$ cat src/rtl/hazard_detection_unit.sv
// rtl/hazard_detection_unit.sv - pipeline hazard detection with stall FSM and saturating stall/flush counters
module hazard_detection_unit (
  input  logic        Clk,
  input  logic        Reset,
  input  logic [4:0]  IF_ID_Rs,
  input  logic [4:0]  IF_ID_Rt,
  input  logic        ID_UsesRt,
  input  logic        ID_IsBranch,
  input  logic        PCSrcTaken,
  input  logic [1:0]  ID_EX_MemRead,
  input  logic        ID_EX_RegWrite,
  input  logic [4:0]  ID_EX_WriteReg,
  input  logic [1:0]  EX_MEM_MemRead,
  input  logic [4:0]  EX_MEM_WriteReg,
  output logic        PCWrite,
  output logic        IF_ID_Write,
  output logic        controlMuxSignal,
  output logic        IF_ID_Flush,
  output logic [15:0] StallCycles,
  output logic [15:0] FlushCount
);

  typedef enum logic {RUN = 1'b0, STALL1 = 1'b1} state_t;

  state_t      r_state;
  logic [15:0] r_stall_cycles;
  logic [15:0] r_flush_count;

  logic w_match_ex;
  logic w_match_mem;
  logic w_h_lu;
  logic w_h_ba;
  logic w_h_bl;
  logic w_h_bm;
  logic w_stall;
  logic w_flush;

  // Register 0 is hard-wired zero, so a write to it can never create a dependency
  assign w_match_ex  = (ID_EX_WriteReg != 5'd0) &&
                       ((ID_EX_WriteReg == IF_ID_Rs) || (ID_UsesRt && (ID_EX_WriteReg == IF_ID_Rt)));
  assign w_match_mem = (EX_MEM_WriteReg != 5'd0) &&
                       ((EX_MEM_WriteReg == IF_ID_Rs) || (ID_UsesRt && (EX_MEM_WriteReg == IF_ID_Rt)));

  assign w_h_lu = (ID_EX_MemRead != 2'b00) && w_match_ex;
  assign w_h_ba = ID_IsBranch && ID_EX_RegWrite && (ID_EX_MemRead == 2'b00) && w_match_ex;
  assign w_h_bl = ID_IsBranch && w_h_lu;
  assign w_h_bm = ID_IsBranch && (EX_MEM_MemRead != 2'b00) && w_match_mem;

  // STALL1 forces the second bubble of a branch-on-load regardless of the current inputs
  assign w_stall = (r_state == STALL1) || w_h_lu || w_h_ba || w_h_bl || w_h_bm;
  // A stall suppresses the flush; the branch is re-evaluated once the pipeline moves again
  assign w_flush = !w_stall && PCSrcTaken;

  // Pipeline control: everything frozen while in reset, otherwise driven by stall/flush
  always_comb begin
    PCWrite          = 1'b0;
    IF_ID_Write      = 1'b0;
    controlMuxSignal = 1'b0;
    IF_ID_Flush      = 1'b0;
    if (!Reset) begin
      PCWrite          = !w_stall;
      IF_ID_Write      = !w_stall;
      controlMuxSignal = !w_stall;
      IF_ID_Flush      = w_flush;
    end
  end

  // Stall FSM: only a branch on a load in EX needs an extra cycle
  always_ff @(posedge Clk) begin
    if (Reset) begin
      r_state <= RUN;
    end else begin
      case (r_state)
        RUN:     r_state <= w_h_bl ? STALL1 : RUN;
        STALL1:  r_state <= RUN;
        default: r_state <= RUN;
      endcase
    end
  end

  // Saturating event counters for stall cycles and issued flushes
  always_ff @(posedge Clk) begin
    if (Reset) begin
      r_stall_cycles <= 16'd0;
      r_flush_count  <= 16'd0;
    end else begin
      if (w_stall && (r_stall_cycles != 16'hFFFF)) begin
        r_stall_cycles <= r_stall_cycles + 16'd1;
      end
      if (w_flush && (r_flush_count != 16'hFFFF)) begin
        r_flush_count <= r_flush_count + 16'd1;
      end
    end
  end

  assign StallCycles = r_stall_cycles;
  assign FlushCount  = r_flush_count;

endmodule
$ cat config.mk
export PLATFORM = sky130hd
export DESIGN_NAME = hazard_detection_unit
export DESIGN_NICKNAME = d
export VERILOG_FILES = /design/src/rtl/hazard_detection_unit.sv
export SDC_FILE = /design/constraint.sdc
export NUM_CORES = 1
export LEC_CHECK = 0
export CELL_PAD_IN_SITES_DETAIL_PLACEMENT = 1
export CELL_PAD_IN_SITES_GLOBAL_PLACEMENT = 2
export CORE_MARGIN = 4
export CORE_UTILIZATION = 28
export CTS_CLUSTER_DIAMETER = 60
export CTS_CLUSTER_SIZE = 20
export DETAILED_ROUTE_END_ITERATION = 10
export PLACE_DENSITY_LB_ADDON = 0.08
export SLEW_MARGIN = 5
export SYNTH_ARGS = -nofsm -noshare
export SYNTH_HDL_FRONTEND = slang
export SYNTH_SLANG_ARGS = --single-unit
$ cat constraint.sdc
create_clock -name Clk -period 3.5 [get_ports Clk]
set_input_delay 0.7 -clock Clk [delete_from_list [all_inputs] [get_ports Clk]]
set_output_delay 0.7 -clock Clk [all_outputs]
set_load 0.005 [all_outputs]
; ---- After elaboration in Yosys (flattened, before gate mapping)
; Cells that the tools add are included.
[word_totals]
regBits = 33
input_bits = 30
output_inout_bits = 36
word_cells = 42
[classes]
addsub = 2
n_eq_ne = 6
mux = 4
bitwise = 1
n_reduce_logical = 26
[op_table]
columns = op, n
row1 = $add 16x1->16 const B, 2
row2 = $ne 16x16->1 const B, 2
row3 = $eq 5x5->1, 4
row4 = $logic_and 1x1->1, 14
row5 = $reduce_bool 5->1, 2
row6 = $logic_or 1x1->1, 6
row7 = $reduce_bool 2->1, 2
row8 = $mux 1, 3
row9 = $logic_not 2->1, 1
row10 = $pmux 1 s2, 1
row11 = $logic_not 1->1, 1
row12 = $not 1->1, 1

; ---- Logic depth before layout (Yosys ltp)
[logic_depth]
word_depth = 12
ltp_mapped = 9
depth_no_buf = 8

; ---- Worst setup path after synthesis
; No wires, ideal clock.
[synth_path]
kind = input to output
start = input ID_EX_WriteReg[4]
end = output PCWrite
arrival_time_ns = 1.790
t_required_ns = 2.800
slack_ns = 1.010
cell_stages = 7
n_path_buf = 1
path_cell_list = xnor2_1 -> nand3_1 -> o32ai_4 -> nand3_4 -> nand2_2 -> nor2_1 -> buf_4
[synth_via]
elab_chain_cells = 11
word_cells_on_any_way = 15
classes_between = 2 x eq/ne / 1 x mux / 12 x reduce/logical
[synth_lines]
columns = item, line_no
row1 = from (decl), 12  ; input logic [4:0] ID_EX_WriteReg,
row2 = $eq 5x5->1, 40  ; ((ID_EX_WriteReg == IF_ID_Rs) || (ID_UsesRt && (ID_EX_WriteReg == IF_ID_Rt)));
row3 = $logic_and 1x1->1, 40
row4 = $logic_or 1x1->1, 40
row5 = $logic_and 1x1->1 *, 39  ; assign w_match_ex = (ID_EX_WriteReg != 5'd0) &&
row6 = $logic_and 1x1->1, 44  ; assign w_h_lu = (ID_EX_MemRead != 2'b00) && w_match_ex;
row7 = $logic_or 1x1->1 (2 in series), 50  ; assign w_stall = (r_state == STALL1) || w_h_lu || w_h_ba || w_h_bl || w_h_bm;
row8 = $logic_or 1x1->1 * (2 in series), 50
row9 = $logic_not 1->1 *, n/a
row10 = $mux 1 *, n/a
row11 = to (decl), 15  ; output logic PCWrite,
; Mark *: on every way between the ends. The rest lies on a longest branch, timed or not.

; ---- Worst setup path after layout
[layout_path]
start = input EX_MEM_WriteReg[0]
end = output IF_ID_Flush
[layout_via]
elab_chain_cells = 9
word_cells_on_any_way = 11
classes_between = 2 x eq/ne / 1 x mux / 8 x reduce/logical
[layout_lines]
columns = item, line_no
row1 = from (decl), 14  ; input logic [4:0] EX_MEM_WriteReg,
row2 = $eq 5x5->1, 42  ; ((EX_MEM_WriteReg == IF_ID_Rs) || (ID_UsesRt && (EX_MEM_WriteReg == IF_ID_Rt)));
row3 = $logic_and 1x1->1, 42
row4 = $logic_or 1x1->1, 42
row5 = $logic_and 1x1->1 *, 41  ; assign w_match_mem = (EX_MEM_WriteReg != 5'd0) &&
row6 = $logic_and 1x1->1 *, 47  ; assign w_h_bm = ID_IsBranch && (EX_MEM_MemRead != 2'b00) && w_match_mem;
row7 = $logic_or 1x1->1 *, 50
row8 = $logic_not 1->1 *, 52  ; assign w_flush = !w_stall && PCSrcTaken;
row9 = $logic_and 1x1->1 *, 52
row10 = $mux 1 *, 60  ; if (!Reset) begin
row11 = to (decl), 18  ; output logic IF_ID_Flush,
; Marks and branches as above.

==> results.tsv <==
stage	metric	value	unit
clock_tree	cts_made_buffers	5	
final_layout	final_cells	395	
logic_synthesis	synth_commonest_cells	dfxtp_1 (33), nor2_1 (31), xnor2_1 (26), and3_1 (16), nand3_1 (16)	
hold_path	min_to	FlushCount[10]	
timing	drv_slew	0	
place	dp_hpwl	4408	um
pwr	p_sw	0.0002295	W
pwr	swShare	27.92	%
final_layout	final_nets	330	
hold_path	hold_class	register to register	
setup_path	rr_endpoint	StallCycles[8]	
global_route	grt_pass1_vias	1932	
setup_path	slowest_delay	0.57	ns
clock_tree	root_buffer	clkbuf_8	
logic_synthesis	yosys_warnings	0	
pwr	power_frac_seq	46.8	%
logic_synthesis	syn-num-nets	261	
setup_path	ff2ff_path_depth	7	
detailed_routing	wl_per_cell	14.79	um
clock_tree	cts_hold_buffers	0	
setup_path	slowest_stage	clkdlybuf4s50_1	
timing	relSlewSlack	77.29	%
clock_tree	clk_pin_slew	0.08	ns
logic_synthesis	synth_area	2009	um^2
logic_synthesis	dominantRegCellSynth	dfxtp_1	
setup_path	critPathMaxFanout	4	
timing	setup_violations	0	
logic_synthesis	yosysTopAreaCell	dfxtp_1	
detailed_routing	vias_per_cell	4.716	
global_route	grt_use_total	14.11	%
floorplan	placeableCoreArea	6869	um^2
floorplan	start_util	29.25	%
global_route	grt_max_degree	32	
floorplan	fp.dieW	92.72	um
clock_tree	tritoncts	yes	
pwr	p_comb_share	16.7	%
final_layout	fin_area	2865	um^2
logic_synthesis	synth_top_cell_area_share	32.88	%
floorplan	io_pins	66	
timing	rsz0062_at_grt	no	
global_route	grt_pass1_wl	9701	um
logic_synthesis	syn_area_per_cell	8.775	um^2
final_layout	fill_cells	813	
pwr	finalPower	0.0008219	W
hold_path	holdPathStages	2	
logic_synthesis	netlist_top_cells_area	dfxtp_1 (33%), xnor2_1 (11%), nor2_1 (5.8%), xor2_1 (5.2%), and3_1 (5.0%)	
timing	fmax	294.4	MHz
setup_path	critPathKind	input port to output pin	
logic_synthesis	synth_cells	229	
setup_path	start_kind	input port	
detailed_routing	num_vias	1863	
clock_tree	cts_num_sinks	33	
setup_path	crit_family	buffers and inverters	
logic_synthesis	ys_async_sr_fraction	0	%
logic_synthesis	synth_edf_count	0	
global_route	grt-ovfl-total	0	
clock_tree	cts_buffer_depth	2	
place	portBuffers	65	
setup_path	cp.required	2.80	ns
timing	finalCritPeriodShare	97.06	%
detailed_routing	firstDrtPassIters	4	
logic_synthesis	synth_seq_cells	33	
timing	tightestPinTransition	0.3390	ns
place	placed_cell_area	2771	um^2
status	outcome	completed	
final_layout	area_growth	42.59	%
place	gp_congestion	0.7382	
hold_path	min_from	FlushCount[10]	
logic_synthesis	yosysMostFrequentCell	dfxtp_1	
pwr	p_clk_share	36.4	%
setup_path	cp-end-kind	output pin	
pwr	p_int	0.0005924	W
detailed_routing	wl	5844	um
setup_path	path_cells	clkdlybuf4s50_1 -> nor3_1 -> a21oi_1 -> a21oi_4 -> nand2_2 -> nor3b_1 -> clkdlybuf4s50_1	
floorplan	die_h	92.72	um
final_layout	seq_area	660.6	um^2
final_layout	multi_input_area	1287	um^2
detailed_routing	first_iter_violations	46	
timing	tns	0	ns
detailed_routing	detail-route-antenna-nets	0	
pwr	power_leakage	1.056	nW
setup_path	worst-path-buf-inv	2	
setup_path	reg2reg_slack	1.25	ns
clock_tree	clock_latency	0.29	ns
global_route	antenna_found_initial	0	
clock_tree	cts_setup_buffers	0	
floorplan	dieArea	8596	um^2
timing	fin_skew	0.005636	ns
detailed_routing	drc	0	
logic_synthesis	synth_cell_types	43	
place	dp_cells	387	
setup_path	critical_path.most_common_cell	clkdlybuf4s50_1	
setup_path	r2r_start	StallCycles[0]	
logic_synthesis	yosysSeqAreaShare	32.88	%
timing	period_needed	3.397	ns
final_layout	num_antenna_cells	0	
floorplan	rows	30	
run	max-cap-violations	0	
final_layout	drive_above_1_share	10.70	%
setup_path	cp.arrival	2.70	ns
clock_tree	h-tree-depth	2	
pwr	p_per_area	286.8	nW/um^2
final_layout	fin_util	41.71	%
timing	finalHoldViolCount	0	
pwr	ir_drop	0.1448	mV
## cells in the final DEF, fill, tap and decap left out, drive strengths merged, types with 2 or more instances in the layout
master         netlist  routed
a211oi               4       4
a21bo                2       2
a21oi                7       7
and2                 2       2
and3                18      18
and4                 2       2
buf                  5       7
clkbuf               5       5
clkdlybuf4s50        0      65
clkinv               0       2
dfxtp               33      33
ha                   2       2
inv                  2       2
mux2                 7       7
mux2i                2       2
nand2               11      11
nand3               17      17
nand3b               2       2
nand4               11      11
nor2                31      31
nor2b               11      11
nor3                 4       4
nor3b                2       2
o21ai                3       3
xnor2               26      26
xor2                12      12
## metal layers
metal | track usage (%) | vias up | routed length, um
met5 | 0 | - | 0
met4 | 4.029 | 0 | 35
met3 | 4.224 | 2 | 333
met2 | 21.63 | 38 | 2567
met1 | 19.14 | 885 | 2907
li1 | - | 938 | -
## state kept, by name (all words and copies together) (netlist names)
register / flops
StallCycles: 16
r_state: 1
FlushCount: 16
## logic make-up after synthesis
kind of cell	Yosys count	synth area share, %
simple gates	113	31.01
fa+ha+maj	2	1.245
mux	9	5.293
compound gates	22	9.589
flops	33	32.88
buf+inv	12	3.424
xor+xnor	38	16.56
## stage by stage
step	hold slack [ns]	worst slack, ns
final	0.5490	0.1029
after global routing	0.6003	0.01386
after CTS	0.5648	0.08104
after detailed placement	0.5425	0.1018
after global placement	0.5293	0.09947
after floorplan	0.5168	1.010
## tightest hold or removal path, cell delays in order (launching register included)
cell	delay (ns)
dfxtp_1	0.37
xor2_1	0.08
nor2_1	0.07
## power by group through the flow
stage | combinational, W | sequential [W] | clock (W)
after CTS | 0.000140 | 0.000385 | 0.000305
after global routing | 0.000151 | 0.000386 | 0.000322
after detailed placement | 0.000139 | 0.000394 | 0
after global placement | 0.000138 | 0.000393 | 0
final | 0.000138 | 0.000385 | 0.000299
after floorplan | 0.0000650 | 0.000393 | 0
## area by class of cell
| type | instances | area share [%] |
|---|---|---|
| clock inverters | 3 | 0.6114 |
| flip-flops and latches | 33 | 23.06 |
| repair buffers | 72 | 24.54 |
| well taps | 96 | 4.192 |
| multi-input cells | 184 | 44.93 |
| inverters | 2 | 0.2620 |
| clock buffers | 5 | 2.402 |
## how the worst max path moves through the flow
stage,endpoint,slack [ns],cells after the start,start
detailed placement,IF_ID_Flush,0.10,7,EX_MEM_WriteReg[0]
finish,IF_ID_Flush,0.10,7,EX_MEM_WriteReg[0]
global placement,IF_ID_Flush,0.1,7,EX_MEM_WriteReg[0]
floorplan,PCWrite,1.01,7,ID_EX_WriteReg[4]
CTS,IF_ID_Flush,0.08,7,EX_MEM_WriteReg[0]
global route,IF_ID_Write,0.01,8,IF_ID_Rs[0]
## what timing repair did
action,in CTS,in global routing
hold endpoints to repair,0,0
endpoints found under the setup margin,0,1
resized for setup,0,1
Power figures use the tool's default switching activity.
==> edit 1 (config.mk and constraints unchanged) <==
Reset style: asynchronous (`Reset`), changed in 2 clocked blocks.
--- a/src/rtl/hazard_detection_unit.sv
+++ b/src/rtl/hazard_detection_unit.sv
@@ -68,3 +68,3 @@
   // Stall FSM: only a branch on a load in EX needs an extra cycle
-  always_ff @(posedge Clk) begin
+  always_ff @(posedge Clk or posedge Reset) begin
     if (Reset) begin
@@ -81,3 +81,3 @@
   // Saturating event counters for stall cycles and issued flushes
-  always_ff @(posedge Clk) begin
+  always_ff @(posedge Clk or posedge Reset) begin
     if (Reset) begin
Formal check against the unedited RTL: differs if Reset is asserted again (counterexample within 4 cycles, from zero or initial values and one cycle with Reset high); with Reset held inactive, the same outputs for 10 cycles.
==> edit 1 against the unedited design <==
Global-route usage down 0.88 points. Area after synthesis down 5.9%. Final cell count down 11%. Cell area down 2.9%. Routed wire length down 11%. Worst setup slack better by 52 ps. Largest cell class unchanged. Sequential cell count unchanged.
Power is not compared: it rests on default switching activity, and its combinational part moved more than twofold at a synthesized area within 25%.
==> edit 1: results (changes against the unedited design) <==
| Quantity | Reported | Unit | Change |
|:---|:---|:---|:---|
| Outcome | completed | - |  |
| Total length of routed met2 wires | 2380 | um | -7.4% |
| Distinct cells, synth | 31 | - | -28% |
| Final weighted congestion in routability-driven placement | 0.696 | - | -5.7% |
| Vias in the first global route | 1720 | - | -11% |
| Non-clock buffer share | 26.9 | % | +2.4 points |
| Place WS | 44.0 | ps | -57.8 ps |
| Global-route wire length before repair | 8850 | um | -8.8% |
| DP Wirelength | 4070 | um | -7.7% |
| Adder-cell share of the synthesized area | 1.32 | % | +0.078 points |
| Reg2Reg Capture Point | StallCycles[1]$_DFFE_PP0P_ | - |  |
| Count of flip-flops and latches | 33 | - | unchanged |
| Slowest cell delay on critical path | 490 | ps | -80 ps |
| Proportion of synthesized area in mux cells | 1.39 | % | -3.9 points |
| Setup crit start | IF_ID_Rs[4] | - |  |
| Met1 usage | 18.2 | % | -0.95 points |
| Combined global-route utilization of all metal layers | 13.2 | % | -0.88 points |
| # fillers | 747 | - | -8.1% |
| Final Skew | 5.90 | ps | +0.264 ps |
| Area of placed instances | 2700 | sq um | -2.7% |
| Endpoint arrival time on the critical path | 2650 | ps | -50 ps |
| Count of mapped cells out of synthesis | 195 | - | -15% |
| Fraction of standard cell area that is sequential | 29.7 | % | +6.6 points |
| Multi-input logic cell count | 148 | - | -20% |
| Fin worst setup slack | 155 | ps | +52.0 ps |
| Met2 track utilization from global routing | 20.9 | % | -0.72 points |
| Detailed-routing wirelength on met1 | 2600 | um | -11% |
| Sequential fraction of the synthesis area | 43.7 | % | +11 points |
| Met3 routed wirelength | 193 | um | -42% |
| Initial detailed-routing violation count | 36 | - | -22% |
| Proportion of layout cells with a drive suffix above 1 | 10.2 | % | -0.52 points |
| Synth top cells by count | sky130_fd_sc_hd__dfrtp_1, sky130_fd_sc_hd__xnor2_1, sky130_fd_sc_hd__xor2_1 | - |  |
edit 1: cell types whose count changed after synthesis, sizes merged, moves of 5 or more:
cell    before  now
and3        18    5
clkbuf       5    0
dfrtp        0   33
dfxtp       33    0
inv          2   10
mux2         7    2
nand2       11   16
nand3       17   12
nor2        31   14
nor2b       11    2
nor3         4   16
nor4         0    6
xor2        12   21
edit 1: worst min path at each step:
stage                            from           endpoint  depth (start not counted)
floorplan           r_state$_DFF_PP0_  r_state$_DFF_PP0_                          1
global placement    r_state$_DFF_PP0_  r_state$_DFF_PP0_                          1
detailed placement  r_state$_DFF_PP0_  r_state$_DFF_PP0_                          1
CTS                 r_state$_DFF_PP0_  r_state$_DFF_PP0_                          1
global route        r_state$_DFF_PP0_  r_state$_DFF_PP0_                          1
finish              r_state$_DFF_PP0_  r_state$_DFF_PP0_                          1
edit 1: cell families (layout without fill, tap and decap cells):
group,after synthesis,in the layout
buffers and inverters,14,94
muxes,2,2
AOI/OAI and AO/OA,9,9
and+or+nand+nor,87,87
adders and majority gates,2,2
DFF,33,33
xor gates and xnor gates,48,48
edit 1: per-stage QoR:
stage | util, % | hold WS (ps)
CTS | 42.9 | 482
detailed placement | 41.8 | 465
global route | 43.1 | 494
finish | 43.1 | 480
floorplan | - | 431
global placement | 41.8 | 471
edit 1: worst register-to-register path, delay by kind of cell (launching register included):
kind | cells | cell delay, ps
AOI/OAI and AO/OA | 1 | 270
adders and majority gates | 1 | 240
buffers and inverters | 1 | 100
DFF | 1 | 430
muxes | 1 | 380
and+or+nand+nor | 3 | 920
edit 1: what timing repair did:
| item | CTS | global route |
|---|---|---|
| hold endpoints to repair | 0 | 0 |
| hold buffers | 0 | 0 |
| gates resized for setup | 0 | 2 |
| setup endpoints to repair | 0 | 4 |
==> edit 2 (same flow settings) <==
Without the edit above. Put one more register stage on the output `FlushCount`, without a reset. The value now appears one clock later. The other outputs are not delayed to match.
--- a/src/rtl/hazard_detection_unit.sv
+++ b/src/rtl/hazard_detection_unit.sv
@@ -96,3 +96,5 @@
   assign StallCycles = r_stall_cycles;
-  assign FlushCount  = r_flush_count;
+  always_ff @(posedge Clk) begin
+    FlushCount <= r_flush_count;
+  end
 
Behaviour: not the same (a bounded check fails within 4 cycles, from zero or initial values and one cycle with Reset high).
==> edit 2 against the unedited design <==
Sequential cell count grew 16. Cell area grew 15%. Die area grew 19%. Critical path depth grew 1. Total power grew 27%. Routed wire length grew 13%. Worst setup slack gained 71 ps. Utilization shrank 2.3 points. Area after synthesis grew 21%. Sequential share of layout area grew 6.8 points. Global-route usage shrank 1.2 points.
==> edit 2: results (changes against the unedited design) <==
| Quantity | Reported | Unit | Change |
|:---|:---|:---|:---|
| Top area cells in the synthesized netlist | sky130_fd_sc_hd__dfxtp_1, sky130_fd_sc_hd__xnor2_1, sky130_fd_sc_hd__mux2_2 | - |  |
| Global-route wire length before repair | 10800 | um | +12% |
| Area of all sequential standard cells | 981 | sq um | +48% |
| Initial detailed-routing violation count | 66 | - | +43% |
| Largest fanout of any net on the critical path | 3 | - | -1 |
| Final weighted congestion in routability-driven placement | 0.762 | - | +3.2% |
| # fillers | 971 | - | +19% |
| Clk_buf instances | 6 | - | +1 |
| Class of the tightest hold or removal check | flop to flop | - |  |
| Synth Register Bits | 49 | - | +48% |
| Setup slack on the worst flop-to-flop path | 1160 | ps | -90 ps |
| Proportion of synthesized area in mux cells | 6.01 | % | +0.71 points |
| Largest net degree at the start of global routing | 37 | - | +16% |
| Number of gates resized after CTS | 1 | - | +1 |
| Combined global-route utilization of all metal layers | 12.9 | % | -1.2 points |
| Distinct cells, synth | 48 | - | +12% |
| Reg2Reg Capture Point | r_flush_count[13]$_SDFFE_PP0P_ | - |  |
| Worst-case reg-to-reg path depth | 8 | - | +1 |
| DP Wirelength | 4960 | um | +13% |
| Worst hold path startpoint | r_flush_count[11]$_SDFFE_PP0P_ | - |  |
| Last element of the critical path | IF_ID_Write | - |  |
| Buffer count excluding the clock tree in the final layout | 74 | - | +2.8% |
| Area occupied by multi-input gates | 1350 | sq um | +4.9% |
| Multi-input logic cell count | 206 | - | +12% |
| Static leakage | 1.16 | nW | +9.5% |
| Setup crit start | EX_MEM_WriteReg[1] | - |  |
| Sequential fraction of the synthesis area | 40.2 | % | +7.4 points |
| Synth top cells by count | sky130_fd_sc_hd__dfxtp_1, sky130_fd_sc_hd__nor2_1, sky130_fd_sc_hd__xnor2_1 | - |  |
| Launch instance of the worst register-to-register path | r_flush_count[0]$_SDFFE_PP0P_ | - |  |
| Non-clock buffer share | 21.9 | % | -2.6 points |
| Area fraction in compound gates after synthesis | 11.2 | % | +1.7 points |
| Proportion of layout cells with a drive suffix above 1 | 11.4 | % | +0.70 points |
| Maximum vdd drop | 0.000140 | V | -3.4% |
| Non-clock inverters | 5 | - | +3 |
| Final routed wirelength across all metal layers | 6600 | um | +13% |
| Synthesized-area fraction occupied by xor and xnor cells | 7.91 | % | -8.7 points |
| Endpoint of the worst hold path | FlushCount[11]$_DFF_P_ | - |  |
| Layout Nets | 373 | - | +13% |
| Mean number of vias per cell | 4.88 | - | +3.5% |
| Outcome | completed | - |  |
| Final Skew | 5.82 | ps | +0.179 ps |
| Net Count, Synth | 306 | - | +17% |
| Vias in the first global route | 2215 | - | +15% |
| Endpoint arrival time on the critical path | 2630 | ps | -70 ps |
| Worst hold stages | 0 | - | -2 |
edit 2: stage by stage:
| stage | TNS (ps) | std cells | setup WS (ps) | hold WS (ps) | cell area, sq um |
|---|---|---|---|---|---|
| after floorplan | 0 | 274 | 790 | 352 | 2440 |
| after detailed placement | 0 | 437 | 3.67 | 370 | 3180 |
| after CTS | 0 | 445 | 73.3 | 386 | 3270 |
| after global routing | -5.84 | 447 | -5.84 | 402 | 3290 |
| after global placement | 0 | 437 | 55.3 | 369 | 3180 |
| final | 0 | 447 | 174 | 381 | 3290 |
edit 2: power by group:
group,total [mW],switching (mW),internal (mW)
combinational,0.137,0.0639,0.0734
clock,0.343,0.199,0.143
sequential,0.567,0.00440,0.563
edit 2: layer usage:
layer  share of wire, %  vias to the layer above  global-route usage [%]
li1                   -                     1117                       -
met2                 48                       38                    22.0
met1                 48                     1025                    16.8
met3                3.4                        2                    2.62
met4               0.44                        0                    2.76
met5                  0                        -                       0
